`src/rtl/rv_test_sequencer_if.sv`:
```
// rtl/rv_test_sequencer_if.sv - program-load stream, imem write port and register debug port of the test sequencer
interface rv_test_sequencer_if #(
  parameter int XLEN    = 32,
  parameter int IMEM_AW = 6
);
  logic              load_valid;
  logic [31:0]       load_data;
  logic              load_last;
  logic              load_ready;
  logic              imem_we;
  logic [IMEM_AW-1:0] imem_waddr;
  logic [31:0]       imem_wdata;
  logic [4:0]        rf_raddr;
  logic [XLEN-1:0]   rf_rdata;

  modport master (
    input  load_valid, load_data, load_last, rf_rdata,
    output load_ready, imem_we, imem_waddr, imem_wdata, rf_raddr
  );

  modport slave (
    output load_valid, load_data, load_last, rf_rdata,
    input  load_ready, imem_we, imem_waddr, imem_wdata, rf_raddr
  );
endinterface

```
`src/rtl/rv_test_sequencer.sv`:
```
// rtl/rv_test_sequencer.sv - load/reset/run/check self-test controller for the RV32 core
// Optional early exit on branch-to-self halt: define RV_SEQ_HALT_DETECT_EN.
module rv_test_sequencer #(
  parameter int XLEN       = 32,
  parameter int IMEM_DEPTH = 64,
  parameter int IMEM_AW    = $clog2(IMEM_DEPTH),
  parameter int NUM_CHECKS = 4,
  parameter int CYCLE_W    = 16,
  parameter int RST_HOLD   = 2
) (
  input  logic                    clk,
  input  logic                    rst,
  rv_test_sequencer_if.master     bus,
  input  logic                    start,
  input  logic [CYCLE_W-1:0]      run_cycles,
  output logic                    core_n_rst,
  input  logic                    cfg_we,
  input  logic [(NUM_CHECKS > 1 ? $clog2(NUM_CHECKS) : 1)-1:0] cfg_idx,
  input  logic                    cfg_en,
  input  logic [4:0]              cfg_reg,
  input  logic [XLEN-1:0]         cfg_expect,
  input  logic [XLEN-1:0]         pc,
  output logic                    busy,
  output logic                    done,
  output logic                    pass,
  output logic [NUM_CHECKS-1:0]   fail_mask,
  output logic                    overflow,
  output logic [CYCLE_W-1:0]      cycle_count
);
  localparam int IDX_W  = (NUM_CHECKS > 1) ? $clog2(NUM_CHECKS) : 1;
  localparam int HOLD_W = (RST_HOLD > 1) ? $clog2(RST_HOLD + 1) : 1;
  localparam logic [IDX_W-1:0]  IDX_LAST  = IDX_W'(NUM_CHECKS - 1);
  localparam logic [HOLD_W-1:0] HOLD_LAST = HOLD_W'(RST_HOLD - 1);

  typedef enum logic [2:0] {S_IDLE, S_LOAD, S_HOLD, S_RUN, S_CHECK, S_DONE} state_t;
  state_t state, next;

  logic [CYCLE_W-1:0]  budget;
  logic [IMEM_AW:0]    wptr;
  logic [HOLD_W-1:0]   hold_cnt;
  logic [IDX_W-1:0]    chk_idx;
  logic                slot_en  [NUM_CHECKS];
  logic [4:0]          slot_reg [NUM_CHECKS];
  logic [XLEN-1:0]     slot_exp [NUM_CHECKS];
  logic                halt_hit;
  logic                run_end;
  logic                launch;

  // wptr stops at IMEM_DEPTH, so its top bit doubles as the "memory full" flag
  assign launch  = start && (state == S_IDLE || state == S_DONE);
  assign run_end = (cycle_count == budget - CYCLE_W'(1)) || halt_hit;

`ifdef RV_SEQ_HALT_DETECT_EN
  logic [XLEN-1:0] pc_prev;
  logic [1:0]      same_cnt;
  logic            pc_same;

  // cycle_count==0 marks the first RUN cycle, where pc_prev is stale
  assign pc_same  = (cycle_count != '0) && (pc == pc_prev);
  assign halt_hit = (state == S_RUN) && pc_same && (same_cnt == 2'd2);

  always_ff @(posedge clk or posedge rst) begin
    if (rst) begin
      pc_prev  <= '0;
      same_cnt <= '0;
    end else if (state == S_RUN) begin
      pc_prev  <= pc;
      same_cnt <= pc_same ? same_cnt + 2'd1 : 2'd0;
    end
  end
`else
  logic unused_pc;
  assign unused_pc = ^pc;
  assign halt_hit  = 1'b0;
`endif

  always_ff @(posedge clk or posedge rst) begin
    if (rst) state <= S_IDLE;
    else     state <= next;
  end

  always_comb begin
    next = state;
    case (state)
      S_IDLE, S_DONE: if (start) next = S_LOAD;
      S_LOAD:  if (bus.load_valid && bus.load_last) next = S_HOLD;
      S_HOLD:  if (hold_cnt == HOLD_LAST) next = (budget == '0) ? S_CHECK : S_RUN;
      S_RUN:   if (run_end) next = S_CHECK;
      S_CHECK: if (chk_idx == IDX_LAST) next = S_DONE;
      default: next = S_IDLE;
    endcase
  end

  always_comb begin
    bus.load_ready = (state == S_LOAD);
    bus.imem_we    = (state == S_LOAD) && bus.load_valid && !wptr[IMEM_AW];
    bus.imem_waddr = wptr[IMEM_AW-1:0];
    bus.imem_wdata = (state == S_LOAD) ? bus.load_data : 32'd0;
    bus.rf_raddr   = (state == S_CHECK) ? slot_reg[chk_idx] : 5'd0;
    core_n_rst     = (state == S_RUN);
    busy           = (state != S_IDLE) && (state != S_DONE);
    done           = (state == S_DONE);
    pass           = (state == S_DONE) && (fail_mask == '0) && !overflow;
  end

  always_ff @(posedge clk or posedge rst) begin
    if (rst) begin
      budget      <= '0;
      wptr        <= '0;
      hold_cnt    <= '0;
      chk_idx     <= '0;
      fail_mask   <= '0;
      overflow    <= 1'b0;
      cycle_count <= '0;
    end else begin
      case (state)
        S_IDLE, S_DONE: if (launch) begin
          budget      <= run_cycles;
          wptr        <= '0;
          hold_cnt    <= '0;
          chk_idx     <= '0;
          fail_mask   <= '0;
          overflow    <= 1'b0;
          cycle_count <= '0;
        end
        S_LOAD: if (bus.load_valid) begin
          if (wptr[IMEM_AW]) overflow <= 1'b1;
          else               wptr     <= wptr + 1'b1;
        end
        S_HOLD: hold_cnt <= hold_cnt + 1'b1;
        S_RUN:  if (cycle_count != '1) cycle_count <= cycle_count + 1'b1;
        S_CHECK: begin
          if (slot_en[chk_idx] && (bus.rf_rdata != slot_exp[chk_idx]))
            fail_mask[chk_idx] <= 1'b1;
          chk_idx <= (chk_idx == IDX_LAST) ? '0 : chk_idx + 1'b1;
        end
        default: ;
      endcase
    end
  end

  always_ff @(posedge clk or posedge rst) begin
    if (rst) begin
      for (int i = 0; i < NUM_CHECKS; i++) begin
        slot_en[i]  <= 1'b0;
        slot_reg[i] <= '0;
        slot_exp[i] <= '0;
      end
    end else if (cfg_we && !busy) begin
      slot_en[cfg_idx]  <= cfg_en;
      slot_reg[cfg_idx] <= cfg_reg;
      slot_exp[cfg_idx] <= cfg_expect;
    end
  end
endmodule
```
`src/flat_wrapper.sv`:
```
// flat-port wrapper written by rule: the top's interface ports become plain ports
module rv_test_sequencer_flat 
#(
  parameter int XLEN       = 32,
  parameter int IMEM_DEPTH = 64,
  parameter int IMEM_AW    = $clog2(IMEM_DEPTH),
  parameter int NUM_CHECKS = 4,
  parameter int CYCLE_W    = 16,
  parameter int RST_HOLD   = 2
)
  (clk, rst, start, run_cycles, core_n_rst, cfg_we, cfg_idx, cfg_en, cfg_reg, cfg_expect, pc, busy, done, pass, fail_mask, overflow, cycle_count, bus_load_valid, bus_load_data, bus_load_last, bus_rf_rdata, bus_load_ready, bus_imem_we, bus_imem_waddr, bus_imem_wdata, bus_rf_raddr);
  rv_test_sequencer_if #(.XLEN(XLEN), .IMEM_AW(IMEM_AW)) bus_i ();
  input  logic clk;
  input  logic rst;
  input  logic start;
  input  logic [CYCLE_W-1:0] run_cycles;
  output logic core_n_rst;
  input  logic cfg_we;
  input  logic [(NUM_CHECKS > 1 ? $clog2(NUM_CHECKS) : 1)-1:0] cfg_idx;
  input  logic cfg_en;
  input  logic [4:0] cfg_reg;
  input  logic [XLEN-1:0] cfg_expect;
  input  logic [XLEN-1:0] pc;
  output logic busy;
  output logic done;
  output logic pass;
  output logic [NUM_CHECKS-1:0] fail_mask;
  output logic overflow;
  output logic [CYCLE_W-1:0] cycle_count;
  input wire logic [$bits(bus_i.load_valid)-1:0] bus_load_valid;
  input wire logic [$bits(bus_i.load_data)-1:0] bus_load_data;
  input wire logic [$bits(bus_i.load_last)-1:0] bus_load_last;
  input wire logic [$bits(bus_i.rf_rdata)-1:0] bus_rf_rdata;
  output wire logic [$bits(bus_i.load_ready)-1:0] bus_load_ready;
  output wire logic [$bits(bus_i.imem_we)-1:0] bus_imem_we;
  output wire logic [$bits(bus_i.imem_waddr)-1:0] bus_imem_waddr;
  output wire logic [$bits(bus_i.imem_wdata)-1:0] bus_imem_wdata;
  output wire logic [$bits(bus_i.rf_raddr)-1:0] bus_rf_raddr;
  assign bus_i.load_valid = bus_load_valid;
  assign bus_i.load_data = bus_load_data;
  assign bus_i.load_last = bus_load_last;
  assign bus_i.rf_rdata = bus_rf_rdata;
  assign bus_load_ready = bus_i.load_ready;
  assign bus_imem_we = bus_i.imem_we;
  assign bus_imem_waddr = bus_i.imem_waddr;
  assign bus_imem_wdata = bus_i.imem_wdata;
  assign bus_rf_raddr = bus_i.rf_raddr;
  rv_test_sequencer #(.XLEN(XLEN), .IMEM_DEPTH(IMEM_DEPTH), .IMEM_AW(IMEM_AW), .NUM_CHECKS(NUM_CHECKS), .CYCLE_W(CYCLE_W), .RST_HOLD(RST_HOLD)) u_core (.clk(clk), .rst(rst), .bus(bus_i), .start(start), .run_cycles(run_cycles), .core_n_rst(core_n_rst), .cfg_we(cfg_we), .cfg_idx(cfg_idx), .cfg_en(cfg_en), .cfg_reg(cfg_reg), .cfg_expect(cfg_expect), .pc(pc), .busy(busy), .done(done), .pass(pass), .fail_mask(fail_mask), .overflow(overflow), .cycle_count(cycle_count));
endmodule
```
`config.mk`:
```
export PLATFORM = sky130hd
export DESIGN_NAME = rv_test_sequencer_flat
export DESIGN_NICKNAME = d
export VERILOG_FILES = /design/src/rtl/rv_test_sequencer_if.sv /design/src/rtl/rv_test_sequencer.sv /design/src/flat_wrapper.sv
export SDC_FILE = /design/constraint.sdc
export NUM_CORES = 1
export LEC_CHECK = 0
export CAP_MARGIN = 15
export CORE_AREA = 2 2 118 206
export CTS_CLUSTER_DIAMETER = 30
export CTS_CLUSTER_SIZE = 16
export DETAILED_ROUTE_END_ITERATION = 6
export DIE_AREA = 0 0 120 208
export PLACE_DENSITY = 0.68
export SYNTH_ARGS = -nofsm -noshare
export SYNTH_HDL_FRONTEND = slang
export SYNTH_SLANG_ARGS = --single-unit
export TNS_END_PERCENT = 1
```
`constraint.sdc`:
```
create_clock -name clk -period 10.1 [get_ports clk]
set_input_delay 2.525 -clock clk [delete_from_list [all_inputs] [get_ports clk]]
set_output_delay 2.525 -clock clk [all_outputs]
set_load 0.02 [all_outputs]
```
# Yosys cells after proc, flatten, opt, wreduce, memory -nomap -nowiden

Cells that the tools add are included.

RAM bits: 0
Register bits: 203
Bits in latches: 0
ROM bits: 0
Memories kept: 0
Logic and storage cells: 136

Multiplexer cells: 47
Equality and inequality tests: 22
Multiply operators: 0
$lt $le $gt $ge: 5
Reduce and logical (&&, ||, !) cells: 33
Bitwise logic cells: 3
Shifts and indexed selects: 0
Add/sub/neg operators: 5
Divide/modulo/power cells: 0

Operators with widths:

| operator                                            | number |
|---|---|
| bitwise mux 128 bit                                 | 1 |
| two-way mux 32 bit                                  | 4 |
| binary-select mux 32 bit (select 2 bit)             | 1 |
| demux 32 bit (select 2 bit)                         | 1 |
| two-way mux 16 bit                                  | 2 |
| != test 32 bit                                      | 1 |
| case mux 16 bit (2 select lines)                    | 1 |
| two-way mux 7 bit                                   | 3 |
| bitwise mux 20 bit                                  | 1 |
| two-way mux 5 bit                                   | 4 |
| two-way mux 3 bit                                   | 6 |
| adder 16 x 1 -> 16 bit (second input constant)      | 1 |
| == test 16 bit                                      | 1 |
| logical NOT 16 bit                                  | 1 |
| != test 16 bit (second input constant)              | 1 |
| subtractor 16 x 1 -> 16 bit (second input constant) | 1 |
| case mux 3 bit (5 select lines)                     | 1 |
| != test 2 x 1 -> 1 bit (second input constant)      | 7 |
| case mux 7 bit (2 select lines)                     | 1 |
| logical AND 1 bit                                   | 11 |
| binary-select mux 5 bit (select 2 bit)              | 1 |
| demux 5 bit (select 2 bit)                          | 1 |
| AND reduction 3 bit                                 | 3 |
| two-way mux 4 bit                                   | 2 |
| 33 further kinds                                    | 58 |

# Depth between registers and ports, before layout

Gate-level depths: netlist of run 1.

Word-level depth: 8
Mapped depth: 9
Gate-level depth less buffers: 8

# Least setup slack after synthesis of run 1

OpenSTA, ideal clock, no wires.

Path type: input to output
Start point: input bus_load_valid
End point: output bus_imem_we
Required time: 7575 ps
Arrival time: 3001 ps
Path buffers: 0
Stages on the path: 2
Slack: 4574 ps
Cells stage by stage: nand2_1 nor2_1

Word-level cells in the longest chain between the ends: 2

RTL lines:

| item                           | RTL line                | text |
|---|---|---|
| start: declaration             | flat_wrapper.sv:30      | `input wire logic [$bits(bus_i.load_valid)-1:0] bus_load_valid;` |
| logical AND 1 bit (2 in a row) | rv_test_sequencer.sv:96 | `bus.imem_we = (state == S_LOAD) && bus.load_valid && !wptr[IMEM_AW];` |
| end: declaration               | flat_wrapper.sv:35      | `output wire logic [$bits(bus_i.imem_we)-1:0] bus_imem_we;` |

No other way between the ends.

# Final worst setup path of run 1

Same ends and word-level chain as after synthesis.

==> results of run 1 <==
Yosys cell counts (5+ instances only):
cell type  number
mux2_2        154
ha_1            9
a31oi_1         5
xnor2_1        56
or3_1           6
nand2_1        71
a211oi_1        6
inv_1          11
a21oi_1        12
xor2_1          7
and2_1         33
nor3_1          8
buf_4           8
nand3_1        14
buf_1           9
nor2_1         34
clkbuf_1       23
nor2b_1         7
mux4_2         38
nor4_1          5
dfrtp_1       203
nand4_1        14
buf_2          15
o31ai_1         6
o21ai_0         6
kinds of logic (layout without fill, tap and decap cells):
family	after synthesis	in the layout	share of synthesized area (%)
AOI/OAI and AO/OA	67	67	4.77
xor gates and xnor gates	63	63	5.32
adders and majority gates	9	9	1.09
buffers and inverters	69	285	3.11
DFF	203	203	49.0
muxes	196	196	25.4
and+or+nand+nor	222	222	11.3
layout make-up:
cell class | count | area (sq um)
Clock buffer | 45 | 1020
Clock inverter | 21 | 317
Tap cell | 304 | 380
Inverter | 12 | 52.6
Sequential cell | 203 | 5080
Multi-Input combinational cell | 557 | 4980
Timing Repair Buffer | 207 | 2040
Fill cell | 1900 | 9370
critical path, cell delays in order:
cell and delay, ns:
clkdlybuf4s50_1 0.53, nand2_1 0.09, nor2_1 0.34, clkdlybuf4s50_1 0.70
power groups by stage:
stage	logic, mW	clock network (mW)	registers (mW)
4_1_cts	0.406	1.34	0.925
5_1_grt	0.434	1.38	0.934
3_3_place_gp	0.397	0	0.936
3_5_place_dp	0.403	0	0.938
2_1_floorplan	0.226	0	0.937
6_report	0.401	1.31	0.926
worst paths after layout:
kind,from,endpoint,cells after the start
worst max register to register,u_core.chk_idx[0],u_core.fail_mask[3],7
min in group asynchronous,rst,u_core.slot_exp[26],2
max in group asynchronous,rst,u_core.slot_reg[13],3
worst min register to register,u_core.slot_reg[3],u_core.slot_reg[3],1
worst max-delay path,bus_load_valid,bus_imem_we,4
worst min-delay path,u_core.slot_reg[3],u_core.slot_reg[3],1
stage by stage:
step / hold WS (ns) / area (sq um) / util, %
3_3_place_gp: 0.482 / 12500 / 54.0
2_1_floorplan: 0.473 / 10400 / -
4_1_cts: 0.498 / 13900 / 59.7
5_1_grt: 0.515 / 13900 / 59.7
3_5_place_dp: 0.488 / 12500 / 54.0
6_report: 0.497 / 13900 / 59.7
layer usage:
layer	vias to the layer above	routed length (um)	part of all wire (%)
li1	3359	-	-
met1	3698	9810	37
met2	194	14800	55
met3	63	1090	4.1
met4	0	1080	4.0
met5	-	0	0
==> run_results.csv, run 1 <==
group,metric,value,unit
status,status,"finished clean",
timing,tns,0,ns
power_and_ir_drop,netSwitchingPower,0.684,mW
clock_tree,ctsHoldBuffers,0,
power_and_ir_drop,leakage,6.24,nW
timing,skew,0.0149,ns
timing,final-setup-viol-count,0,
clock_tree,htreeDepth,2,
floorplanning,die_w,120,um
synth,synth-seq-cells,203,
routing,drt_iter0_markers,468,
power_and_ir_drop,p_total,2.64,mW
timing,layout_worst_path_cycle_share,66.5,%
power_and_ir_drop,power.density,190,nW/um^2
global_routing,grt_max_degree,125,
routing,routed_wl,26800,um
global_routing,grt_pass1_wl,42400,um
finish,n_antenna_cell,0,
floorplanning,core_area,23200,sq um
place,placed_cells,1283,
synth,synth_seq_area_share,49.0,%
synth,synthesis.nets,996,
finish,drive_above_1_share,27.4,%
synth,yosys.area.top_type,"dfrtp_1",
synth,synth_cells,829,
finish,layout-area-overhead-vs-synth,33.8,%
global_routing,busiest_layer,"met2",
floorplanning,die_h,208,um
place,io_buffers,195,
finish,stdcell_count,1349,
worst_setup_path,start_kind,"primary input",
clock_tree,cts_setup_buffers,0,
finish,final_cell_mix,"dfrtp_1 (201), clkdlybuf4s50_1 (195), mux2_2 (154)",
power_and_ir_drop,peakVddDrop,0.137,mV
worst_setup_path,end_kind,"output port",
global_routing,grt_overflow_total,0,
timing,slew_violations,0,
timing,fin_ws,3.38,ns
clock_tree,clk_pin_slew,0.04,ns
routing,dr.pass1.iters,4,
clock_tree,clockRootBuffer,"clkbuf_16",
global_routing,grt_use_met2,40.8,%
clock_tree,clock_latency,0.50,ns
global_routing,grt_pass1_vias,7855,
timing,max_freq,149,MHz
synth,yosys.area.top_type_share,49.0,%
clock_tree,ctsResizeCount,0,
timing,fin_crit,6.72,ns
clock_tree,cts_buffer_depth,3,
global_routing,gr-usage-met1,23.4,%
clock_tree,numCtsBuffers,36,
run,maxCapViolCount,0,
timing,tightestPinTransition,0.991,ns
synth,synth_ff_type,"dfrtp_1",
power_and_ir_drop,p_clk_share,49.7,%
worst_hold_path,min_path_type,"flip-flop to flip-flop",
clock_tree,cts_num_sinks,203,
worst_setup_path,worstSetupPathType,"primary input to output port",
synth,synth.yosys.warnings,0,
place,hpwl,18100,um
power_and_ir_drop,pwr-share-comb,15.2,%
floorplanning,rows,74,
place,place_ws,3.42,ns
routing,antenna_left,0,
power_and_ir_drop,swShare,25.9,%
floorplanning,initial_core_util,44.6,%
finish,largest_register_ff_count,128,
routing,vias_per_cell,5.42,
finish,mostFrequentLayoutCell,"dfrtp_1",
synth,synth_area_per_cell,12.5,sq um
routing,drc,0,
timing,final_hold_viol_count,0,
worst_setup_path,worstPathArrival,4.19,ns
worst_setup_path,critical_path_peak_fanout,6,
timing,relSlewSlack,34.0,%
worst_setup_path,required,7.58,ns
synth,synth_edf_count,0,
routing,wl_per_cell,19.8,um
power_and_ir_drop,power_frac_seq,35.1,%
global_routing,grt.total_usage,21.7,%
floorplanning,die_area,25000,sq um
worst_setup_path,reg2reg_slack,6.89,ns
clock_tree,cts_tree,"built",
synth,synth_area_leaders,"dfrtp_1 (49%), mux2_2 (17%), mux4_2 (8.3%)",
place,place.gp.congestion,0.848,
synth,post_synth_num_cell_types,58,
synth,async_flop_share,100,%
global_routing,use_met3,3.84,%
finish,fin_nets,1184,
synth,syn_area,10400,sq um
global_routing,grt_antenna_before_repair,0,
routing,via_count,7314,
power_and_ir_drop,intPower,1.96,mW
floorplanning,io_pins,228,
timing,rsz0062_at_grt,"no",
(Power assumes the default switching activity.)
==> run 2, diff against run 1 <==
Clock period 10.1 ns to 6.5 ns, I/O delays scaled along.
==> run 2 against run 1 <==
Net effect: global-route usage up 0.52 points; clock power grew 56%; largest cell class unchanged; worst hold slack hardly changed; critical path depth unchanged; utilization grew 0.10 points; count of clock-buffer cells in the layout is 3 higher; clock skew rose by 0.0080 ns.
==> run_results.csv, run 2 (synthesized netlist as in run 1, its figures left out) <==
group,metric,value,unit
status,status,"finished clean",
clock_tree,cts_buffer_depth,3,
worst_setup_path,required,4.88,ns
routing,drt_iter0_markers,399,
clock_tree,numCtsBuffers,38,
finish,drive_above_1_share,27.5,%
timing,layout_worst_path_cycle_share,75.1,%
worst_setup_path,cp.depth,4,
clock_tree,clk_pin_slew,0.04,ns
floorplanning,rows,74,
timing,fin_crit,4.88,ns
finish,largest_register_ff_count,128,
floorplanning,io_pins,228,
floorplanning,core_area,23200,sq um
finish,final_cell_mix,"dfrtp_1 (201), clkdlybuf4s50_1 (195), mux2_2 (154)",
clock_tree,htreeDepth,2,
place,postPlaceCellArea,12600,sq um
floorplanning,die_h,208,um
clock_tree,cts_setup_buffers,0,
worst_setup_path,end_kind,"output port",
timing,rsz0062_at_grt,"no",
global_routing,grt_overflow_total,0,
timing,skew,0.0229,ns
worst_setup_path,r2r_end,"u_core.fail_mask[3]",
worst_setup_path,worstPathArrival,3.26,ns
global_routing,grt_antenna_before_repair,1,
worst_setup_path,rr_worst_depth,7,
worst_setup_path,startpoint,"bus_load_valid",
timing,final_hold_viol_count,0,
timing,hold_slack,0.496,ns
timing,fin_ws,1.62,ns
finish,mostFrequentLayoutCell,"dfrtp_1",
worst_hold_path,worstHoldEndpoint,"u_core.slot_exp[31]",
routing,drc,0,
worst_setup_path,crit_top_cell,"clkdlybuf4s50_1",
finish,ff_latch_area,5080,sq um
routing,via_count,7226,
power_and_ir_drop,power.density,295,nW/um^2
global_routing,grt.total_usage,22.2,%
clock_tree,cts_tree,"built",
place,hpwl,18500,um
finish,final_util,59.8,%
worst_setup_path,reg2reg_slack,3.14,ns
worst_hold_path,min_path_type,"flip-flop to flip-flop",
floorplanning,initial_core_util,44.6,%
timing,tightestPinTransition,1.04,ns
clock_tree,ctsHoldBuffers,0,
routing,antenna_left,0,
worst_setup_path,critical_path_peak_fanout,6,
worst_hold_path,min_path_cells,1,
finish,filler_cell_count,1902,
place,io_buffers,195,
floorplanning,die_w,120,um
worst_setup_path,start_kind,"primary input",
worst_setup_path,crit_chain,"clkdlybuf4s50_1, nand2_1, nor2_1, clkdlybuf4s50_1",
place,place_ws,1.61,ns
timing,relSlewSlack,30.8,%
power_and_ir_drop,leakage,6.25,nW
power_and_ir_drop,peakVddDrop,0.207,mV
worst_setup_path,cp_num_buf_inv,2,
routing,routed_wl,26900,um
run,maxCapViolCount,0,
worst_setup_path,cp_slowest_cell,"clkdlybuf4s50_1",
worst_setup_path,max_stage_delay,0.69,ns
finish,n_antenna_cell,0,
routing,vias_per_cell,5.35,
finish,multi_input_area,4980,sq um
clock_tree,clockRootBuffer,"clkbuf_16",
global_routing,grt_pass1_wl,43400,um
global_routing,grt_max_degree,172,
worst_setup_path,path_delay_family,"buffers and inverters",
timing,tns,0,ns
worst_hold_path,hp-start,"u_core.slot_exp[31]",
timing,final-setup-viol-count,0,
routing,dr.pass1.iters,4,
worst_setup_path,r2r-start,"u_core.chk_idx[0]",
routing,wl_per_cell,19.9,um
clock_tree,cts_num_sinks,203,
floorplanning,die_area,25000,sq um
finish,layout-area-overhead-vs-synth,34.0,%
worst_setup_path,worstSetupPathType,"primary input to output port",
finish,finalInstanceArea,13900,sq um
place,place.gp.congestion,0.822,
clock_tree,clock_latency,0.52,ns
timing,max_freq,205,MHz
timing,slew_violations,0,
finish,fin_nets,1186,
global_routing,grt_pass1_vias,7832,
clock_tree,ctsResizeCount,0,
-- run 2: changes by cell type in the layout (fill, tap and decap cells not counted) --
cell and change:
buf_6 +1, clkinv_2 -1, bufinv_16 -2, inv_6 +7, clkbuf_16 +1, inv_8 -1
buf_12 +2, buf_4 -3, clkinv_4 -3, clkinv_8 -1, clkbuf_8 +2
-- run 2: report_power, final --
part	switching, mW	leakage, nW	internal [mW]
clock network	0.673	0.650	1.37
registers	0.113	2.75	1.33
logic	0.301	2.85	0.320
-- run 2: worst max path at each step --
| stage | to | slack [ns] |
|---|---|---|
| finish | bus_imem_we | 1.62 |
| detailed placement | bus_imem_we | 1.61 |
| floorplan | u_core.budget[0] | 2.24 |
| global route | bus_imem_we | 1.51 |
| global placement | bus_imem_we | 1.61 |
| CTS | bus_imem_we | 1.60 |
-- run 2: cell type report --
class,count,share of cell area (%)
multi-input combinational,557,35.9
tap,304,2.74
clock buffer,48,7.70
timing repair buffer,207,14.9
inverter,12,0.351
clock inverter,20,1.89
sequential,203,36.6
-- run 2: per-stage QoR --
stage / total power [mW] / instances
6_report: 4.10 / 1351
5_1_grt: 4.27 / 1351
4_1_cts: 4.15 / 1350
3_5_place_dp: 2.09 / 1282
3_3_place_gp: 2.07 / 1282
2_1_floorplan: 1.81 / 829
-- run 2: per-layer routing --
layer	routed length, um	GRT usage, %	vias to the layer above
met5	0	0	-
met4	796	8.19	0
met2	15100	41.5	142
li1	-	-	3366
met3	979	3.76	53
met1	9980	24.9	3665
==> run 3, diff against run 2 <==
Clock period 6.5 ns to 4.9 ns, I/O delays scaled along.
==> run 3 against run 2 <==
Net effect: cell area shrank 0.49%; die area is the same; critical path type is now flip-flop to output port; routed wire length shrank 1.1%; clock skew grew 0.00065 ns; power grew 29%; largest power group unchanged; utilization shrank 0.29 points; non-clock buffer count grew 3.
==> run_results.csv, run 3 (synthesized netlist as in run 1, its figures left out) <==
group,metric,value,unit
timing,max_freq,233,MHz
floorplanning,die_w,120,um
timing,final-setup-viol-count,0,
routing,wl_met2,14700,um
finish,final_util,59.5,%
timing,fin_crit,4.29,ns
status,status,"finished clean",
worst_setup_path,path_delay_family,"buffers and inverters",
finish,mostFrequentLayoutCell,"dfrtp_1",
timing,slew_violations,0,
clock_tree,cts_buffer_depth,3,
worst_setup_path,crit_chain,"inv_1, nand3b_1, clkinv_1, and2_1, clkdlybuf4s50_1",
worst_setup_path,cp_slowest_cell,"clkinv_1",
run,maxCapViolCount,0,
clock_tree,cts_num_sinks,203,
routing,dr.max_layer_used,"met4",
power_and_ir_drop,peakVddDrop,0.253,mV
worst_setup_path,worstPathArrival,3.06,ns
worst_hold_path,min_path_type,"flip-flop to flip-flop",
worst_setup_path,start_kind,"flip-flop",
clock_tree,numCtsBuffers,37,
timing,hold_slack,0.497,ns
routing,routed_wl,26600,um
global_routing,grt_antenna_before_repair,2,
clock_tree,cts_setup_buffers,0,
global_routing,grt_pass1_vias,7821,
finish,drive_above_1_share,27.5,%
timing,fin_ws,0.611,ns
worst_setup_path,end_kind,"output port",
power_and_ir_drop,leakage,6.22,nW
routing,route.met3.wl,1270,um
timing,tns,0,ns
place,place.gp.congestion,0.825,
routing,wl_per_cell,19.6,um
routing,via_count,7265,
floorplanning,die_area,25000,sq um
power_and_ir_drop,power.density,382,nW/um^2
global_routing,grt_overflow_total,0,
clock_tree,htreeDepth,2,
global_routing,grt_max_degree,93,
routing,met1Wirelength,9650,um
finish,final_cell_mix,"dfrtp_1 (201), clkdlybuf4s50_1 (195), mux2_2 (154)",
worst_setup_path,max_stage_delay,0.62,ns
place,place_ws,0.824,ns
finish,layout-area-overhead-vs-synth,33.4,%
routing,drc,0,
floorplanning,core_area,23200,sq um
clock_tree,cts_tree,"built",
clock_tree,clockRootBuffer,"clkbuf_16",
global_routing,grt_pass1_wl,42600,um
worst_setup_path,critical_path_peak_fanout,37,
timing,skew,0.0236,ns
routing,dr.pass1.iters,4,
finish,largest_register_ff_count,128,
routing,antenna_left,0,
routing,drt_iter0_markers,480,
timing,tightestPinTransition,0.876,ns
worst_setup_path,cp_num_buf_inv,3,
clock_tree,clk_pin_slew,0.04,ns
timing,layout_worst_path_cycle_share,87.5,%
worst_setup_path,worstSetupPathType,"flip-flop to output port",
timing,rsz0062_at_grt,"no",
global_routing,grt.total_usage,21.8,%
finish,fin_nets,1188,
clock_tree,ctsHoldBuffers,0,
floorplanning,rows,74,
floorplanning,die_h,208,um
place,hpwl,18500,um
routing,vias_per_cell,5.37,
floorplanning,initial_core_util,44.6,%
timing,relSlewSlack,41.2,%
clock_tree,ctsResizeCount,0,
timing,final_hold_viol_count,0,
place,io_buffers,195,
clock_tree,clock_latency,0.51,ns
floorplanning,io_pins,228,
worst_setup_path,required,3.67,ns
[run 3: changes by cell type in the layout (fill, tap and decap cells not counted), moves of 2 or more]
cell and change:
clkinv_2 +4, clkbuf_8 -3, clkinv_4 +2, buf_4 +5, clkinvlp_4 +2, inv_6 -7
[run 3: report_power, final]
part / leakage [nW] / internal [mW] / switching [mW]
registers: 2.75 / 1.76 / 0.151
clock network: 0.608 / 1.70 / 0.848
logic: 2.86 / 0.427 / 0.402
total: 6.22 / 3.89 / 1.40
[run 3: through the flow]
step	instance area, sq um	std cells	total power, mW
after floorplan	10400	829	2.40
after global placement	12600	1286	2.76
after detailed placement	12600	1286	2.77
after CTS	13800	1352	5.34
after global routing	13800	1353	5.50
final	13800	1353	5.29
[run 3: routing by layer]
layer	track usage [%]	vias up
met5	0	-
met2	40.2	175
met4	9.37	0
met3	4.19	65
met1	23.8	3666
li1	-	3359
[run 3: worst paths after layout]
path | start | endpoint | slack (ns) | cells after the start
min in group asynchronous | rst | u_core.slot_exp[35] | 1.03 | 2
max | u_core.state[2] | bus_imem_wdata[5] | 0.61 | 5
max reg2reg | u_core.state[2] | u_core.state[2] | 1.83 | 7
min reg2reg | u_core.slot_reg[4] | u_core.slot_reg[4] | 0.50 | 1
max in group asynchronous | rst | u_core.slot_exp[78] | 2.88 | 4
min | u_core.slot_reg[4] | u_core.slot_reg[4] | 0.50 | 1
[run 3: cell type report]
class,instances,area (sq um)
timing repair buffer,210,2080
fill,1908,9410
tap,304,380
antenna,1,2.50
sequential,203,5080
inverter,12,48.8
multi-input combinational,557,4980
clock inverter,20,224
clock buffer,46,1030
